--- config.mk ---
export PLATFORM = sky130hd
export DESIGN_NAME = decodificador_bcd
export DESIGN_NICKNAME = d
export VERILOG_FILES = /design/src/rtl/decodificador_pkg.sv /design/src/rtl/decodificador_bcd_lut.sv /design/src/rtl/decodificador_bcd.sv
export SDC_FILE = /design/constraint.sdc
export NUM_CORES = 1
export LEC_CHECK = 0
export ABC_AREA = 1
export ABC_CLOCK_PERIOD_IN_PS = 800
export CORE_AREA = 2 2 39 41
export DETAILED_ROUTE_END_ITERATION = 8
export DIE_AREA = 0 0 41 43
export PLACE_DENSITY = 0.54
export SETUP_SLACK_MARGIN = 0.1
export SLEW_MARGIN = 30
export SYNTH_ARGS = -nofsm -noshare
export SYNTH_HDL_FRONTEND = slang
export SYNTH_SLANG_ARGS = --single-unit
export TNS_END_PERCENT = 10
--- constraint.sdc ---
create_clock -name clk -period 0.8 [get_ports clk]
set_input_delay 0.16 -clock clk [delete_from_list [all_inputs] [get_ports clk]]
set_output_delay 0.16 -clock clk [all_outputs]
set_load 0.005 [all_outputs]
--- src/rtl/decodificador_pkg.sv ---
// Shared constants for the BCD-to-7-segment decoder: segment bit positions
// and the active-high segment pattern for each decimal digit.
package decodificador_pkg;

  // Segment bit positions inside the 7-bit display word
  localparam int SEG_A = 0;
  localparam int SEG_B = 1;
  localparam int SEG_C = 2;
  localparam int SEG_D = 3;
  localparam int SEG_E = 4;
  localparam int SEG_F = 5;
  localparam int SEG_G = 6;

  // Active-high (1 = lit) patterns, bit0 = a ... bit6 = g
  localparam logic [6:0] SEG_0     = 7'h3F;
  localparam logic [6:0] SEG_1     = 7'h06;
  localparam logic [6:0] SEG_2     = 7'h5B;
  localparam logic [6:0] SEG_3     = 7'h4F;
  localparam logic [6:0] SEG_4     = 7'h66;
  localparam logic [6:0] SEG_5     = 7'h6D;
  localparam logic [6:0] SEG_6     = 7'h7C; // no top bar (a)
  localparam logic [6:0] SEG_7     = 7'h07;
  localparam logic [6:0] SEG_8     = 7'h7F;
  localparam logic [6:0] SEG_9     = 7'h67; // no bottom bar (d)
  localparam logic [6:0] SEG_BLANK = 7'h00;

endpackage

--- src/rtl/decodificador_bcd_lut.sv ---
// Combinational BCD digit lookup: active-high segment pattern plus a flag
// for codes outside 0-9 (those, and any X/Z input, land in the default arm).
module decodificador_bcd_lut
  import decodificador_pkg::*;
(
  input  logic [3:0] bcd,
  output logic [6:0] seg,
  output logic       invalid
);

  // Digit-to-segment table; everything not listed blanks and flags invalid
  always_comb begin
    seg     = SEG_BLANK;
    invalid = 1'b0;
    case (bcd)
      4'd0:    seg = SEG_0;
      4'd1:    seg = SEG_1;
      4'd2:    seg = SEG_2;
      4'd3:    seg = SEG_3;
      4'd4:    seg = SEG_4;
      4'd5:    seg = SEG_5;
      4'd6:    seg = SEG_6;
      4'd7:    seg = SEG_7;
      4'd8:    seg = SEG_8;
      4'd9:    seg = SEG_9;
      default: begin
        seg     = SEG_BLANK;
        invalid = 1'b1;
      end
    endcase
  end

endmodule

--- src/rtl/decodificador_bcd.sv ---
// Registered BCD-to-7-segment decoder for one display digit. One clock of
// latency, no combinational input-to-output path. COMMON_ANODE=1 drives
// active-low segments; reset always means "all segments dark".
module decodificador_bcd
  import decodificador_pkg::*;
#(
  parameter bit COMMON_ANODE = 1'b0
) (
  input  logic       clk,
  input  logic       rst,
  input  logic [3:0] bcd,
  output logic [6:0] display,
  output logic       err
);

  // Dark pattern in the polarity the pins actually use
  localparam logic [6:0] DISPLAY_RST = COMMON_ANODE ? ~SEG_BLANK : SEG_BLANK;

  logic [6:0] lut_seg;
  logic       lut_invalid;
  logic [6:0] display_d, display_q;
  logic       err_d, err_q;

  decodificador_bcd_lut u_lut (
    .bcd     (bcd),
    .seg     (lut_seg),
    .invalid (lut_invalid)
  );

  // Apply the pin polarity before the register so the output is a clean flop
  always_comb begin
    display_d = COMMON_ANODE ? ~lut_seg : lut_seg;
    err_d     = lut_invalid;
  end

  // Output registers, loaded every clock, cleared asynchronously by reset
  always_ff @(posedge clk or posedge rst) begin
    if (rst) begin
      display_q <= DISPLAY_RST;
      err_q     <= 1'b0;
    end else begin
      display_q <= display_d;
      err_q     <= err_d;
    end
  end

  assign display = display_q;
  assign err     = err_q;

endmodule

# Word-level counts from Yosys, hierarchy flattened
# Cells that the tools add are included.
[classes]
n_addsub = 0
n_mul = 0
n_div = 0
magnitude_cmp = 0
eq_ne = 9
shifts = 0
n_mux = 2
n_bitwise = 0
n_reduce_logical = 2
[op_table]
columns = ["cell", "n"]
rows = [
  ["case mux 7 bit (10 select lines)", 1],
  ["equality test 4 x 3 -> 1 bit (second input constant)", 4],
  ["OR reduction 10 bit", 1],
  ["equality test 4 x 2 -> 1 bit (second input constant)", 2],
  ["equality test 4 bit (second input constant)", 2],
  ["equality test 4 x 1 -> 1 bit (second input constant)", 1],
  ["zero test 4 bit", 1],
  ["two-way mux 1 bit", 1],
]
[word_totals]
ff_bits = 8
latchBits = 0
ram_bits = 0
rom_bits = 0
in_bits = 6
out_inout_bits = 8
elab_cells = 15
mem_count = 0

# Logic depth before layout (Yosys ltp)
# Gate-level depths: netlist (run 1).
[logic_depth]
word_depth = 3
mapped_depth = 6
mapped_depth_nobuf = 6

# Hierarchy
# A second synthesis (run 1) with hierarchy kept.
[unflattened]
hier_cells = 50
hier_area_um2 = 381.6
[modules_own_cells]
columns = ["mod", "instances", "cells_each", "area_per_inst_um2", "seq_area_each_um2"]
rows = [
  ["decodificador_bcd", 1, 9, 203.9, 200.2],
  ["decodificador_bcd_lut", 1, 41, 177.7, 0.0],
]

# Worst setup path after synthesis (run 1)
# OpenSTA, ideal clock, no wires.
[synth_path]
path_kind = "input -> register"
startpoint = "in bcd[2]"
endpoint = "reg display_q[0], in the netlist display[0]"
setup_ns = 0.119
t_arrival_ns = 0.484
slack_ns = 0.198
path_stages = 6
path_cell_list = "inv_2 nor2_2 nand2_1 nand2_1 nor2_1 nand2_1"
[synth_between]
elab_chain_cells = 2
[synth_rtl]
columns = ["element", "line_no", "rtl"]
rows = [
  ["start, declared", "decodificador_bcd.sv:11", "input logic [3:0] bcd,"],
  ["equality test 4 bit (tied with other cells)", "decodificador_bcd_lut.sv:15", "case (bcd)"],
  ["case mux 7 bit (10 select lines) (*)", "decodificador_bcd_lut.sv:15", ""],
  ["named net display_d[0]", "decodificador_bcd.sv:21", "logic [6:0] display_d, display_q;"],
  ["end signal, assigned", "decodificador_bcd.sv:42", "display_q <= display_d;"],
  ["end, declared", "decodificador_bcd.sv:21", ""],
]
# Mark *: on every way through the listed nets, which the timed path passes. The rest lies on a longest branch.

# Worst setup path in the final report (run 1)
[layout_path]
startpoint = "reg display_q[1], in the netlist display[1]"
endpoint = "out display[1]"
[layout_rtl]
columns = ["element", "line_no", "rtl"]
rows = [
  ["end, declared", "decodificador_bcd.sv:12", "output logic [6:0] display,"],
]
# No word-level cell between the ends.

==> results_dict.tcl, run 1 <==
set metrics [dict create \
    p_clk_share_pct 32.4 \
    post-route-period-util_pct 109 \
    setup_ws_ns -0.0693 \
    hold_class "in -> async" \
    violations "setup timing" \
    overflow 0 \
    final_layout_size_suffix_gt1_share_pct 38.7 \
    hold_buffers 0 \
    hold_viol 0 \
    powerDensity_nw_per_um2 1790 \
    initial_core_util_pct 25.9 \
    wl_um 639 \
    slowest_delay_ns 0.35 \
    wl_per_cell_um 8.19 \
    gp_congestion 0.847 \
    clock_sinks 8 \
    core_area_um2 1380 \
    cts_tree "done" \
    drc_errors 0 \
    p_sw_uw 202 \
    drtIter0Drc 3 \
    crit_buf_inv 1 \
    cts_buffers 3 \
    clock_path_buffers 2 \
    start_kind "register" \
    num_rows 14 \
    crit_path_max_fanout 1 \
    setup_viol 8 \
    p_total_uw 878 \
    max-cap-violations 0 \
    tns_ns -0.531 \
    outcome "complete, but fails checks" \
    cp-end-kind "output port" \
    cp.depth 1 \
    final_util_pct 35.4 \
    ys_seq_area_share_pct 55.7 \
    cp-endpoint "display[1]" \
    crit_path_start "display[1]" \
    fin_crit_ns 0.869 \
    ios 14 \
    portBuffers 13 \
    grt_pass1_wl_um 1030 \
    root_buffer "clkbuf_4" \
    cp.required_ns 0.64 \
    critPathTopFamily "flip-flops" \
    fmax_mhz 1150 \
    synth-seq-cells 8 \
    final_antenna_net_count 0 \
    grt_usage_pct 8.98 \
    grt_pass1_vias 289 \
    die_area_um2 1760 \
    relSlewSlack_pct 81.8 \
    post_cts_buffers 0 \
    vias 327 \
    vdd_drop_max_v 0.000399 \
    worst-setup-path-type "reg -> out" \
    cp_slowest_cell "dfrtp_1" \
    syn_avg_cell_area_um2 8.16 \
    vias_per_cell 4.19 \
    slew_violations 0 \
    hold_slack_ns 0.151 \
    ys.warnings.count 0 \
    seq_power_share_pct 50.8 \
    syn2layout_area_growth_pct 36.2 \
    diodes 0 \
    tightest_slew_ns 0.272 \
    swShare_pct 23.0 \
    leakage_nw 0.284 \
    synth_cells 44 \
    clk_pin_slew_ns 0.05 \
    crit_chain "buf_2" \
    netlist_area_um2 359 \
    rsz0062_at_grt "true" \
    fp.dieH_um 43 \
    comb_power_share_pct 16.8 \
    syn_nets 50 \
    p_int_uw 676 \
    dp_hpwl_um 532 \
    h-tree-depth 1 \
    final_nets 70 \
    die_w_um 41 \
    antenna_found_initial 0 \
    ys_types 12 \
    cp_data_arrival_time_ns 0.71 \
    grt_max_degree 9 \
    firstDrtPassIters 3 \
]
logic make-up after synthesis:
family,after synthesis,share of synthesized area [%]
AOI/OAI and AO/OA,3,5.23
DFF,8,55.7
buffers and inverters,7,7.32
and+or+nand+nor,26,31.7
repair_timing:
action / 4_1_cts / 5_1_grt
pin swaps: 0 / 1
gates resized for setup: 39 / 7
setup endpoints to repair: 16 / 15
how the worst min path moves through the flow:
stage	end	slack [ns]	start
after floorplan	display[0]	-0.02	rst
after CTS	display[1]	0.16	rst
after global routing	err	0.18	rst
after detailed placement	display[2]	0.41	rst
final	display[1]	0.15	rst
after global placement	display[2]	0.42	rst
cells in the mapped netlist:
library cell	instances	area, µm²
nor2_2	2	12.5
nand2_2	1	6.26
dfrtp_1	8	200
inv_2	3	11.3
a31oi_1	1	6.26
o21ai_0	1	5.00
nand4_1	2	12.5
nor2_1	7	26.3
o31ai_1	1	7.51
nand2_1	11	41.3
nand3_1	3	15.0
inv_1	4	15.0
metrics by stage:
stage          area (µm²)  setup WS (ns)  cells
2_1_floorplan         359          0.198     44
3_3_place_gp          524         -0.485     75
3_5_place_dp          524         -0.497     75
4_1_cts               505        -0.0827     78
5_1_grt               489         -0.106     78
6_report              489        -0.0693     78
cell usage in the layout, fill, tap and decap left out, drive strengths merged:
master / n
nand2: 12
buf: 11
nor2: 9
dfrtp: 8
inv: 7
clkbuf: 6
nand3: 3
nand4: 2
o21ai: 1
a31oi: 1
o31ai: 1
clkdlybuf4s50: 1
power by group through the flow:
stage / sequential [mW] / combinational (mW) / clock [mW]
6_report: 0.446 / 0.147 / 0.284
2_1_floorplan: 0.461 / 0.0628 / 0
3_5_place_dp: 0.454 / 0.193 / 0
3_3_place_gp: 0.454 / 0.194 / 0
4_1_cts: 0.446 / 0.154 / 0.301
5_1_grt: 0.449 / 0.169 / 0.313
cell type report:
| class | instances | area (µm²) |
|---|---|---|
| clock buffers | 3 | 22.5 |
| fillers | 159 | 895 |
| inverters | 7 | 26.3 |
| multi-input cells | 29 | 135 |
| flip-flops and latches | 8 | 200 |
| well taps | 16 | 20.0 |
| repair buffers | 15 | 85.1 |
per-layer routing:
layer,share of wire (%),routed length [µm],GRT usage [%],up-vias
li1,-,-,-,174
met1,37,239,9.15,143
met2,55,351,13.1,10
met3,7.5,48,1.57,0
met4,0,0,10.7,0
met5,0,0,0,-
flip-flops by register name, indices dropped and copies added, names as in the netlist:
| signal | cells |
|---|---|
| display | 7 |
| err | 1 |
Note: power is estimated with default switching activity, not from simulation.
==> run 2, diff against run 1 <==
Settings changed: RECOVER_POWER from default to 25.
==> run 2 against run 1 <==
  * The flow still finishes with violations (setup timing)
  * Count of clock-buffer cells in the layout unchanged
  * Core utilization unchanged
  * Clock power about the same
  * Wire length unchanged
  * Final area unchanged
  * Largest cell class unchanged
  * Highest routed layer unchanged
==> results_dict.tcl, run 2 (synthesis gave the netlist of run 1 again) <==
set metrics [dict create \
    hold_buffers 0 \
    final_nets 70 \
    start_kind "register" \
    crit_path_start "display[1]" \
    grt_pass1_wl_um 1030 \
    final_util_pct 35.4 \
    wl_um 639 \
    core_area_um2 1380 \
    slew_violations 0 \
    slowest_delay_ns 0.35 \
    dp_hpwl_um 532 \
    grt_pass1_vias 289 \
    final_antenna_net_count 0 \
    firstDrtPassIters 3 \
    hold_class "in -> reg" \
    gp_congestion 0.847 \
    drc_errors 0 \
    tightest_slew_ns 0.272 \
    vias_per_cell 4.19 \
    fin_crit_ns 0.869 \
    hp-start "bcd[0]" \
    grt_max_degree 9 \
    rsz0062_at_grt "true" \
    powerDensity_nw_per_um2 1790 \
    overflow 0 \
    fillers 159 \
    violations "setup timing" \
    syn2layout_area_growth_pct 36.2 \
    top_layer "met3" \
    vias 327 \
    cts_tree "done" \
    vdd_drop_max_v 0.000397 \
    wl_per_cell_um 8.19 \
    dp_cells 75 \
    largest_reg_flops 7 \
    drtIter0Drc 3 \
    p_total_uw 877 \
    multi_input_area_um2 135 \
    worst-setup-path-type "reg -> out" \
    setup_viol 8 \
    die_area_um2 1760 \
    layout.cells.most_common "nand2_1" \
    setup_ws_ns -0.0693 \
    leakage_nw 0.284 \
    crit_path_max_fanout 1 \
    post-route-period-util_pct 109 \
    diodes 0 \
    relSlewSlack_pct 81.8 \
    clock_path_buffers 2 \
    die_w_um 41 \
    fp.dieH_um 43 \
    hold_viol 0 \
    final_cell_mix "nand2_1, buf_2, dfrtp_1" \
    cp_slowest_cell "dfrtp_1" \
    crit_chain "buf_2" \
    antenna_found_initial 0 \
    clock_sinks 8 \
    cp_data_arrival_time_ns 0.71 \
    cp-end-kind "output port" \
    dr_wl_met3_um 48 \
    initial_core_util_pct 25.9 \
    h-tree-depth 1 \
    cp.required_ns 0.64 \
    drt-met1-wl_um 239 \
    clk_pin_slew_ns 0.05 \
    ios 14 \
    critPathTopFamily "flip-flops" \
    seqCellArea_um2 200 \
    dr_wl_met2_um 351 \
    grt_usage_pct 8.98 \
    crit_buf_inv 1 \
    layout.cells.non_filler 78 \
    portBuffers 13 \
    num_rows 14 \
    fmax_mhz 1150 \
    final_layout_size_suffix_gt1_share_pct 38.7 \
    root_buffer "clkbuf_4" \
    cts_buffers 3 \
    max-cap-violations 0 \
    outcome "complete, but fails checks" \
]
[run 2: changes by cell type in the layout (fill, tap and decap cells not counted), sizes merged]
| cell | delta |
|---|---|
| dlygate4sd3 | +1 |
| clkdlybuf4s50 | -1 |
[run 2: power by group]
part / switching (mW) / internal [mW] / total (mW)
Combinational: 0.0821 / 0.0645 / 0.147
Clock: 0.114 / 0.170 / 0.284
Sequential: 0.00583 / 0.440 / 0.446
[run 2: worst paths after layout]
path                              end  slack, ns  cells after the start
worst max-delay path       display[1]      -0.07                      1
worst min-delay path       display[4]       0.19                      2
max in group asynchronous  display[3]       0.30                      2
min in group asynchronous  display[1]       0.29                      2
[run 2: what timing repair did]
item / in CTS / in global routing
setup endpoints to repair: 16 / 15
pin swaps: 0 / 1
setup buffers: 0 / 0
gates resized for setup: 39 / 7
cloned: 0 / 0
[run 2: final cells by class]
| class | count | area share [%] |
|---|---|---|
| sequential | 8 | 40.9 |
| multi-input combinational | 29 | 27.6 |
| timing repair buffer | 15 | 17.4 |
| inverter | 7 | 5.37 |
| clock buffer | 3 | 4.60 |
| tap | 16 | 4.09 |
[run 2: per-layer routing]
metal	vias to the layer above	track usage, %
met4	0	10.7
met5	-	0
met2	10	13.1
met3	0	1.57
li1	174	-
met1	143	9.15
[run 2: stage by stage]
| stage | setup TNS [ns] | hold WS (ns) | instance area, µm² | setup WS, ns |
|---|---|---|---|---|
| 3_3_place_gp | -4.26 | 0.416 | 524 | -0.485 |
| 4_1_cts | -0.637 | 0.157 | 505 | -0.0827 |
| 2_1_floorplan | 0 | -0.0243 | 359 | 0.198 |
| 5_1_grt | -0.778 | 0.203 | 489 | -0.106 |
| 3_5_place_dp | -4.32 | 0.414 | 524 | -0.497 |
| 6_report | -0.531 | 0.193 | 489 | -0.0693 |
